[config.mk]
export PLATFORM = sky130hd
export DESIGN_NAME = reset_sequencer
export DESIGN_NICKNAME = d
export VERILOG_FILES = /design/src/rtl/reset_sequencer.sv
export SDC_FILE = /design/constraint.sdc
export NUM_CORES = 1
export LEC_CHECK = 0
export CAP_MARGIN = 20
export CORE_MARGIN = 2
export CORE_UTILIZATION = 55
export CTS_BUF_LIST = sky130_fd_sc_hd__clkbuf_8
export DETAILED_ROUTE_END_ITERATION = 6
export PLACE_DENSITY_LB_ADDON = 0.08
export SYNTH_ARGS = -nofsm -noshare
export SYNTH_HDL_FRONTEND = slang
export SYNTH_SLANG_ARGS = --single-unit
[constraint.sdc]
create_clock -name clk_1Hz -period 2.3 [get_ports clk_1Hz]
set_input_delay 0.69 -clock clk_1Hz [delete_from_list [all_inputs] [get_ports clk_1Hz]]
set_output_delay 0.69 -clock clk_1Hz [all_outputs]
set_load 0.02 [all_outputs]
[src/rtl/reset_sequencer.sv]
`default_nettype none
// ============================================================================
// Module      : reset_sequencer
// Description : Releases NUM_STAGES active-high reset lines in order, spaced
//               STEP_CYCLES edges apart, after the board button is released.
//               A software request re-asserts the stages in reverse order,
//               holds them for HOLD_CYCLES edges, then replays the release.
// Revision    : 1.0 - initial release
// ============================================================================
module reset_sequencer #(
  parameter int NUM_STAGES  = 4,
  parameter int STEP_CYCLES = 1,
  parameter int HOLD_CYCLES = 2,
  parameter int CNT_W       = 8
) (
  input  logic                  clk_1Hz,
  input  logic                  button_rst,
  input  logic                  sw_rst_req,
  output logic [NUM_STAGES-1:0] rst_out,
  output logic                  done,
  output logic [1:0]            state
);

  localparam logic [1:0] S_RELEASE = 2'd0;
  localparam logic [1:0] S_DONE    = 2'd1;
  localparam logic [1:0] S_ASSERT  = 2'd2;
  localparam logic [1:0] S_HOLD    = 2'd3;

  // Counter value reached on the edge that ends each timed phase.
  localparam logic [CNT_W-1:0] C_RELEASE_END = CNT_W'(NUM_STAGES * STEP_CYCLES);
  localparam logic [CNT_W-1:0] C_ASSERT_END  = CNT_W'((NUM_STAGES - 1) * STEP_CYCLES);
  localparam logic [CNT_W-1:0] C_HOLD_END    = CNT_W'(HOLD_CYCLES);

  logic [1:0]            r_state;
  logic [1:0]            w_state_nxt;
  logic [CNT_W-1:0]      r_cnt;
  logic [CNT_W-1:0]      w_cnt_inc;
  logic [CNT_W-1:0]      w_cnt_nxt;
  logic [NUM_STAGES-1:0] r_rst;
  logic [NUM_STAGES-1:0] w_rst_nxt;
  logic                  r_done;
  logic                  w_done_nxt;
  logic [NUM_STAGES-1:0] w_rel_hit;
  logic [NUM_STAGES-1:0] w_asr_hit;

  // Counter value as it will be after this edge; stage timing compares use it
  // so that the first edge of a phase counts as edge 1.
  assign w_cnt_inc = r_cnt + CNT_W'(1);

  // Per-stage hit flags: stage i releases at (i+1)*STEP, and during the
  // reverse sweep stage NUM_STAGES-1-k asserts at k*STEP.
  for (genvar i = 0; i < NUM_STAGES; i++) begin : g_stage
    localparam logic [CNT_W-1:0] C_REL_AT = CNT_W'((i + 1) * STEP_CYCLES);
    assign w_rel_hit[i] = (w_cnt_inc == C_REL_AT);
    if (i == NUM_STAGES - 1) begin : g_top
      // Top stage is asserted directly on the request edge.
      assign w_asr_hit[i] = 1'b0;
    end else begin : g_low
      localparam logic [CNT_W-1:0] C_ASR_AT = CNT_W'((NUM_STAGES - 1 - i) * STEP_CYCLES);
      assign w_asr_hit[i] = (w_cnt_inc == C_ASR_AT);
    end
  end

  // State, counter and registered outputs; button reset acts immediately.
  always_ff @(posedge clk_1Hz or negedge button_rst) begin
    if (!button_rst) begin
      r_state <= S_RELEASE;
      r_cnt   <= '0;
      r_rst   <= '1;
      r_done  <= 1'b0;
    end else begin
      r_state <= w_state_nxt;
      r_cnt   <= w_cnt_nxt;
      r_rst   <= w_rst_nxt;
      r_done  <= w_done_nxt;
    end
  end

  // Phase sequencing; the counter restarts from zero on every phase change.
  always_comb begin
    w_state_nxt = r_state;
    w_cnt_nxt   = w_cnt_inc;
    case (r_state)
      S_RELEASE: begin
        if (w_cnt_inc == C_RELEASE_END) begin
          w_state_nxt = S_DONE;
          w_cnt_nxt   = '0;
        end
      end
      S_DONE: begin
        w_cnt_nxt = '0;
        if (sw_rst_req) begin
          w_state_nxt = S_ASSERT;
        end
      end
      S_ASSERT: begin
        if (w_cnt_inc == C_ASSERT_END) begin
          w_state_nxt = S_HOLD;
          w_cnt_nxt   = '0;
        end
      end
      default: begin
        if (w_cnt_inc == C_HOLD_END) begin
          w_state_nxt = S_RELEASE;
          w_cnt_nxt   = '0;
        end
      end
    endcase
  end

  // Next reset vector: released stages stay released, asserted ones stay set.
  always_comb begin
    w_rst_nxt = r_rst;
    case (r_state)
      S_RELEASE: w_rst_nxt = r_rst & ~w_rel_hit;
      S_DONE:    w_rst_nxt = sw_rst_req ? {1'b1, {(NUM_STAGES-1){1'b0}}} : '0;
      S_ASSERT:  w_rst_nxt = r_rst | w_asr_hit;
      default:   w_rst_nxt = '1;
    endcase
    w_done_nxt = (w_state_nxt == S_DONE);
  end

  assign rst_out = r_rst;
  assign done    = r_done;
  assign state   = r_state;

endmodule
`default_nettype wire

======== After elaboration in Yosys (flattened, before gate mapping) ========
Cells that the tools add are included.
storage, ports and cells
  flip-flop bits (word level) ............. 15
  input port bits ......................... 3
  output and inout bits ................... 7
  word-level logic and storage cells ...... 27
cells by class
  $add $sub $neg .......................... 1
  equality and inequality tests ........... 7
  mux-type cells .......................... 11
  bitwise gates (word level) .............. 3
  reduce and logical (&&, ||, !) cells .... 1
operator list
  cell                 count
  $mux 8               3
  $pmux 8 s3           1
  $eq 8x2->1 const B   2
  $pmux 4 s3           1
  $add 8x1->8 const B  1
  $eq 8x1->1 const B   1
  $eq 8x3->1 const B   1
  $mux 2               4
  $pmux 2 s3           1
  $and 4x4->4          1
  $eq 2x1->1 const B   2
  $mux 4               1
  $not 4->4            1
  $or 4x3->4           1
  $eq 2x2->1 const B   1
  $logic_not 2->1      1

======== Longest topological paths before layout ========
  word-level depth ........................ 5
  depth in mapped cells ................... 6
  mapped depth without buffers ............ 6

======== Worst setup path before layout ========
OpenSTA, ideal clock, no wires.
  path type ............................... reg2reg
  from .................................... reg r_cnt[0]
  to ...................................... reg r_cnt[0]
  setup time .............................. 0.104 ns
  arrival ................................. 1.788 ns
  required time ........................... 2.196 ns
  slack ................................... 0.408 ns
  cell stages (with the launch flop) ...... 7
  path buffers ............................ 0
  path through ............................ dfrtp_1 -> ha_1 -> and3_2 -> a31oi_2 -> a21oi_1 -> a31o_2 -> a221oi_1
between the ends
  word-level cells in the longest chain between the ends .. 4
  elaborated cells between the ends (all ways) .. 8
  those cells by class .................... add/sub (1); eq/ne (3); mux (4)
ends and longest elaborated chain
  what                                      RTL line     source
  start: declaration                        36           logic [CNT_W-1:0] r_cnt;
  start signal: assignment                  73           r_cnt <= w_cnt_nxt;
  $add 8x1->8 (*)                           48           assign w_cnt_inc = r_cnt + CNT_W'(1);
  $eq 8x2->1, or another cell as far along  103          if (w_cnt_inc == C_HOLD_END) begin
  $mux 8, on equally long branches          103, 85, 97
  $pmux 8 s3 (*)                            83           case (r_state)
  named net w_cnt_nxt[0]                    38           logic [CNT_W-1:0] w_cnt_nxt;
The timed path passes the listed nets; every way through them passes the cells marked *.

======== Worst setup path after layout ========
  from .................................... reg r_cnt[0]
  to ...................................... reg r_rst[2], in the netlist rst_out[2]
between the ends
  word-level cells in the longest chain between the ends .. 5
  elaborated cells between the ends (all ways) .. 7
  those cells by class .................... add/sub (1); eq/ne (2); mux (1); bitwise (3)
ends and longest elaborated chain
  what                    RTL line  source
  $add 8x1->8 (*)         48
  $eq 8x2->1              54        assign w_rel_hit[i] = (w_cnt_inc == C_REL_AT);
  $not 4->4               115       S_RELEASE: w_rst_nxt = r_rst & ~w_rel_hit;
  $and 4x4->4             115
  $pmux 4 s3 (*)          114       case (r_state)
  named net w_rst_nxt[2]  40        logic [NUM_STAGES-1:0] w_rst_nxt;
  end signal: assignment  74        r_rst <= w_rst_nxt;
  end: declaration        39        logic [NUM_STAGES-1:0] r_rst;
Marked as above.

==> flow_summary.json <==
{
  "run_status": "finished, final reports clean",
  "via_count": 685,
  "root_buffer": "clkbuf_8",
  "synthesis.area_um2": 906,
  "reg2reg_depth": 6,
  "critPathMaxStageDelay_ps": 510,
  "p_per_area_nw_per_um2": 1470,
  "critPathSlowestCell": "dfrtp_1",
  "worstSetupEndpoint": "rst_out[2]$_DFF_PN1_",
  "finalMaxSlewViolations": 0,
  "start_util_pct": 59.4,
  "grt_use_total_pct": 20.5,
  "tns_ps": 0,
  "worstSetupStartpointType": "register",
  "ant_nets": 0,
  "setup_viol": 0,
  "vias_per_cell": 5.96,
  "wirelength_um": 1860,
  "seq_area_frac_synth_pct": 42.0,
  "drive_gt1_share_pct": 21.2,
  "dpl.cell_count": 111,
  "post-synth-top-count-cell": "dfrtp_1",
  "clkSinkCount": 15,
  "clkTransAtPathRegs_ps": 60,
  "crit_chain": "ha_1, and3_2, a31oi_2, a211oi_4, a21oi_1, o211a_1",
  "n_antenna_cell": 0,
  "route.detailed.drc": 0,
  "synth_mux_area_share_pct": 1.66,
  "crit_path_start": "r_cnt[0]$_DFF_PN0_",
  "yosysTopAreaCellShare_pct": 30.4,
  "rsz0062_at_grt": "false",
  "layoutNonFillerInstCount": 115,
  "num_rows": 14,
  "gp_congestion": 0.740,
  "path_delay_family": "compound AO/OA/AOI/OAI gates",
  "power.total_mw": 1.56,
  "hpwlAfterDp_um": 1370,
  "synthTopCellsByArea": "dfrtp_1 30%, dfstp_2 12%, ha_1 6.9%",
  "core_area_um2": 1520,
  "cts_tree": "built",
  "crit_fanout": 10,
  "avgSynthCellArea_um2": 10.3,
  "ys_seq_elements": 15,
  "r2r_slack_ps": 160,
  "cts_setup_buffers": 0,
  "worstPathRequired_ps": 2470,
  "die_w_um": 44.6,
  "cp.arrival_ps": 2300,
  "cp.depth": 6,
  "drt_iter0_drc": 24,
  "synth_edf_count": 0,
  "synth_commonest_cells": "11 x dfrtp_1, 7 x a21oi_1, 7 x nand2_1",
  "grt_pass1_vias": 662,
  "clock_skew_ps": 4.51,
  "final_nets": 108,
  "worstSetupEndpointType": "register",
  "min-delay-path-class": "register to register",
  "cap_violations": 0,
  "r2r-end": "rst_out[2]$_DFF_PN1_",
  "rr_startpoint": "r_cnt[0]$_DFF_PN0_",
  "grt_pass1_wl_um": 2950,
  "portBuffers": 9,
  "ctsResizeCount": 0,
  "numCtsBuffers": 3,
  "fp.dieH_um": 44.6,
  "grt_overflow": 0,
  "syn_nets": 96,
  "synth_flop_cell": "dfrtp_1",
  "period_needed_ps": 2140,
  "fin_crit_sh_pct": 92.9,
  "synth_cell_types": 38,
  "io_pins": 10,
  "antenna_found_initial": 0,
  "hold_viol": 0,
  "crit_buf_inv": 0,
  "post-route-util_pct": 69.4,
  "ctsHoldBuffers": 0,
  "dr.pass1.iters": 4,
  "worst_pin_slew_ps": 399,
  "synthAdderAreaFrac_pct": 6.91,
  "yosysTopAreaCell": "dfrtp_1",
  "cts_htree_levels": 1,
  "synth_compound_area_share_pct": 22.9,
  "synthArstFlopShare_pct": 100,
  "synth-simple-area-share_pct": 15.6,
  "fmax_mhz": 468,
  "synth_warnings": 0,
  "clockBufferDepth": 2,
  "clock_latency_ps": 240,
  "area_growth_pct": 16.7,
  "synthCells": 88,
  "synth_top_family_by_area": "compound AO/OA/AOI/OAI gates",
  "critPathKind": "register to register",
  "p_leak_nw": 0.478,
  "slew_headroom_pct": 73.3,
  "wl_per_cell_um": 16.1,
  "synth_xor_xnor_area_share_pct": 6.77,
  "dieArea_um2": 1990,
  "peakVddDrop_mv": 0.752,
  "grt_max_degree": 12
}
==> through the flow <==
stage          hold WS, ps  worst slack, ps  cell area, µm²
2_1_floorplan          394              408             906
3_3_place_gp           511              228            1010
3_5_place_dp           498              205            1010
4_1_cts                511              188            1060
5_1_grt                562             40.4            1060
6_report               512              163            1060
==> report_power, final <==
group,internal [mW],switching [mW]
clock,0.118,0.0854
sequential,0.391,0.147
combinational,0.384,0.433
total,0.892,0.665
==> cell usage in the layout, fill, tap and decap left out, types with 2 or more instances in the layout <==
| master | synthesis | layout |
|---|---|---|
| inv_1 | 5 | 6 |
| xor2_1 | 4 | 4 |
| nand4_1 | 2 | 2 |
| xnor2_1 | 3 | 3 |
| nand3b_1 | 2 | 2 |
| nand2_1 | 7 | 7 |
| dfstp_2 | 4 | 4 |
| a31o_2 | 2 | 2 |
| ha_1 | 5 | 5 |
| nor2b_1 | 3 | 3 |
| clkdlybuf4s50_1 | 0 | 9 |
| dfrtp_1 | 11 | 11 |
| buf_4 | 0 | 2 |
| clkbuf_8 | 0 | 3 |
| nand3_1 | 2 | 2 |
| nor2_1 | 4 | 4 |
| a221oi_1 | 2 | 2 |
| a211o_2 | 2 | 2 |
| a21oi_1 | 7 | 7 |
==> layout make-up <==
cell class                      count  area, µm²
Clock inverter                      1       3.75
Sequential cell                    15        380
Clock buffer                        3       41.3
Inverter                            5       18.8
Multi-Input combinational cell     64        488
Tap cell                           16       20.0
Fill cell                         135        467
Timing Repair Buffer               11        105
==> kinds of logic after synthesis <==
| group | count (synthesis) |
|---|---|
| AO/OA/AOI/OAI | 25 |
| XOR/XNOR | 7 |
| adder cells (fa/ha/maj) | 5 |
| buffers and inverters | 9 |
| flip-flops | 15 |
| multiplexers | 1 |
| AND/OR/NAND/NOR | 26 |
==> tightest hold or removal path, cell delays in order (launching register included) <==
cell and delay (ps):
dfstp_2 370, nor2_1 90, a21oi_1 50
==> metal layers <==
layer  GRT usage (%)  part of all wire (%)
met3            2.45                   2.5
met4            5.45                  0.70
met2            33.0                    48
met5               0                     0
met1            28.9                    49
==> sequential cells by signal (all words and copies together), names as in the netlist <==
signal	count
state	2
done	1
rst_out	4
r_cnt	8
==> worst min path at each step <==
stage	slack (ps)	endpoint	cells past startpoint	from
2_1_floorplan	390	done$_DFF_PN0_	0	button_rst
3_3_place_gp	510	rst_out[3]$_DFFE_PN1N_	2	rst_out[3]$_DFFE_PN1N_
3_5_place_dp	500	rst_out[3]$_DFFE_PN1N_	2	rst_out[3]$_DFFE_PN1N_
4_1_cts	510	rst_out[3]$_DFFE_PN1N_	2	rst_out[3]$_DFFE_PN1N_
5_1_grt	560	rst_out[0]$_DFF_PN1_	2	rst_out[0]$_DFF_PN1_
6_report	510	rst_out[3]$_DFFE_PN1N_	2	rst_out[3]$_DFFE_PN1N_
No activity file was read; power rests on OpenSTA's default activity.
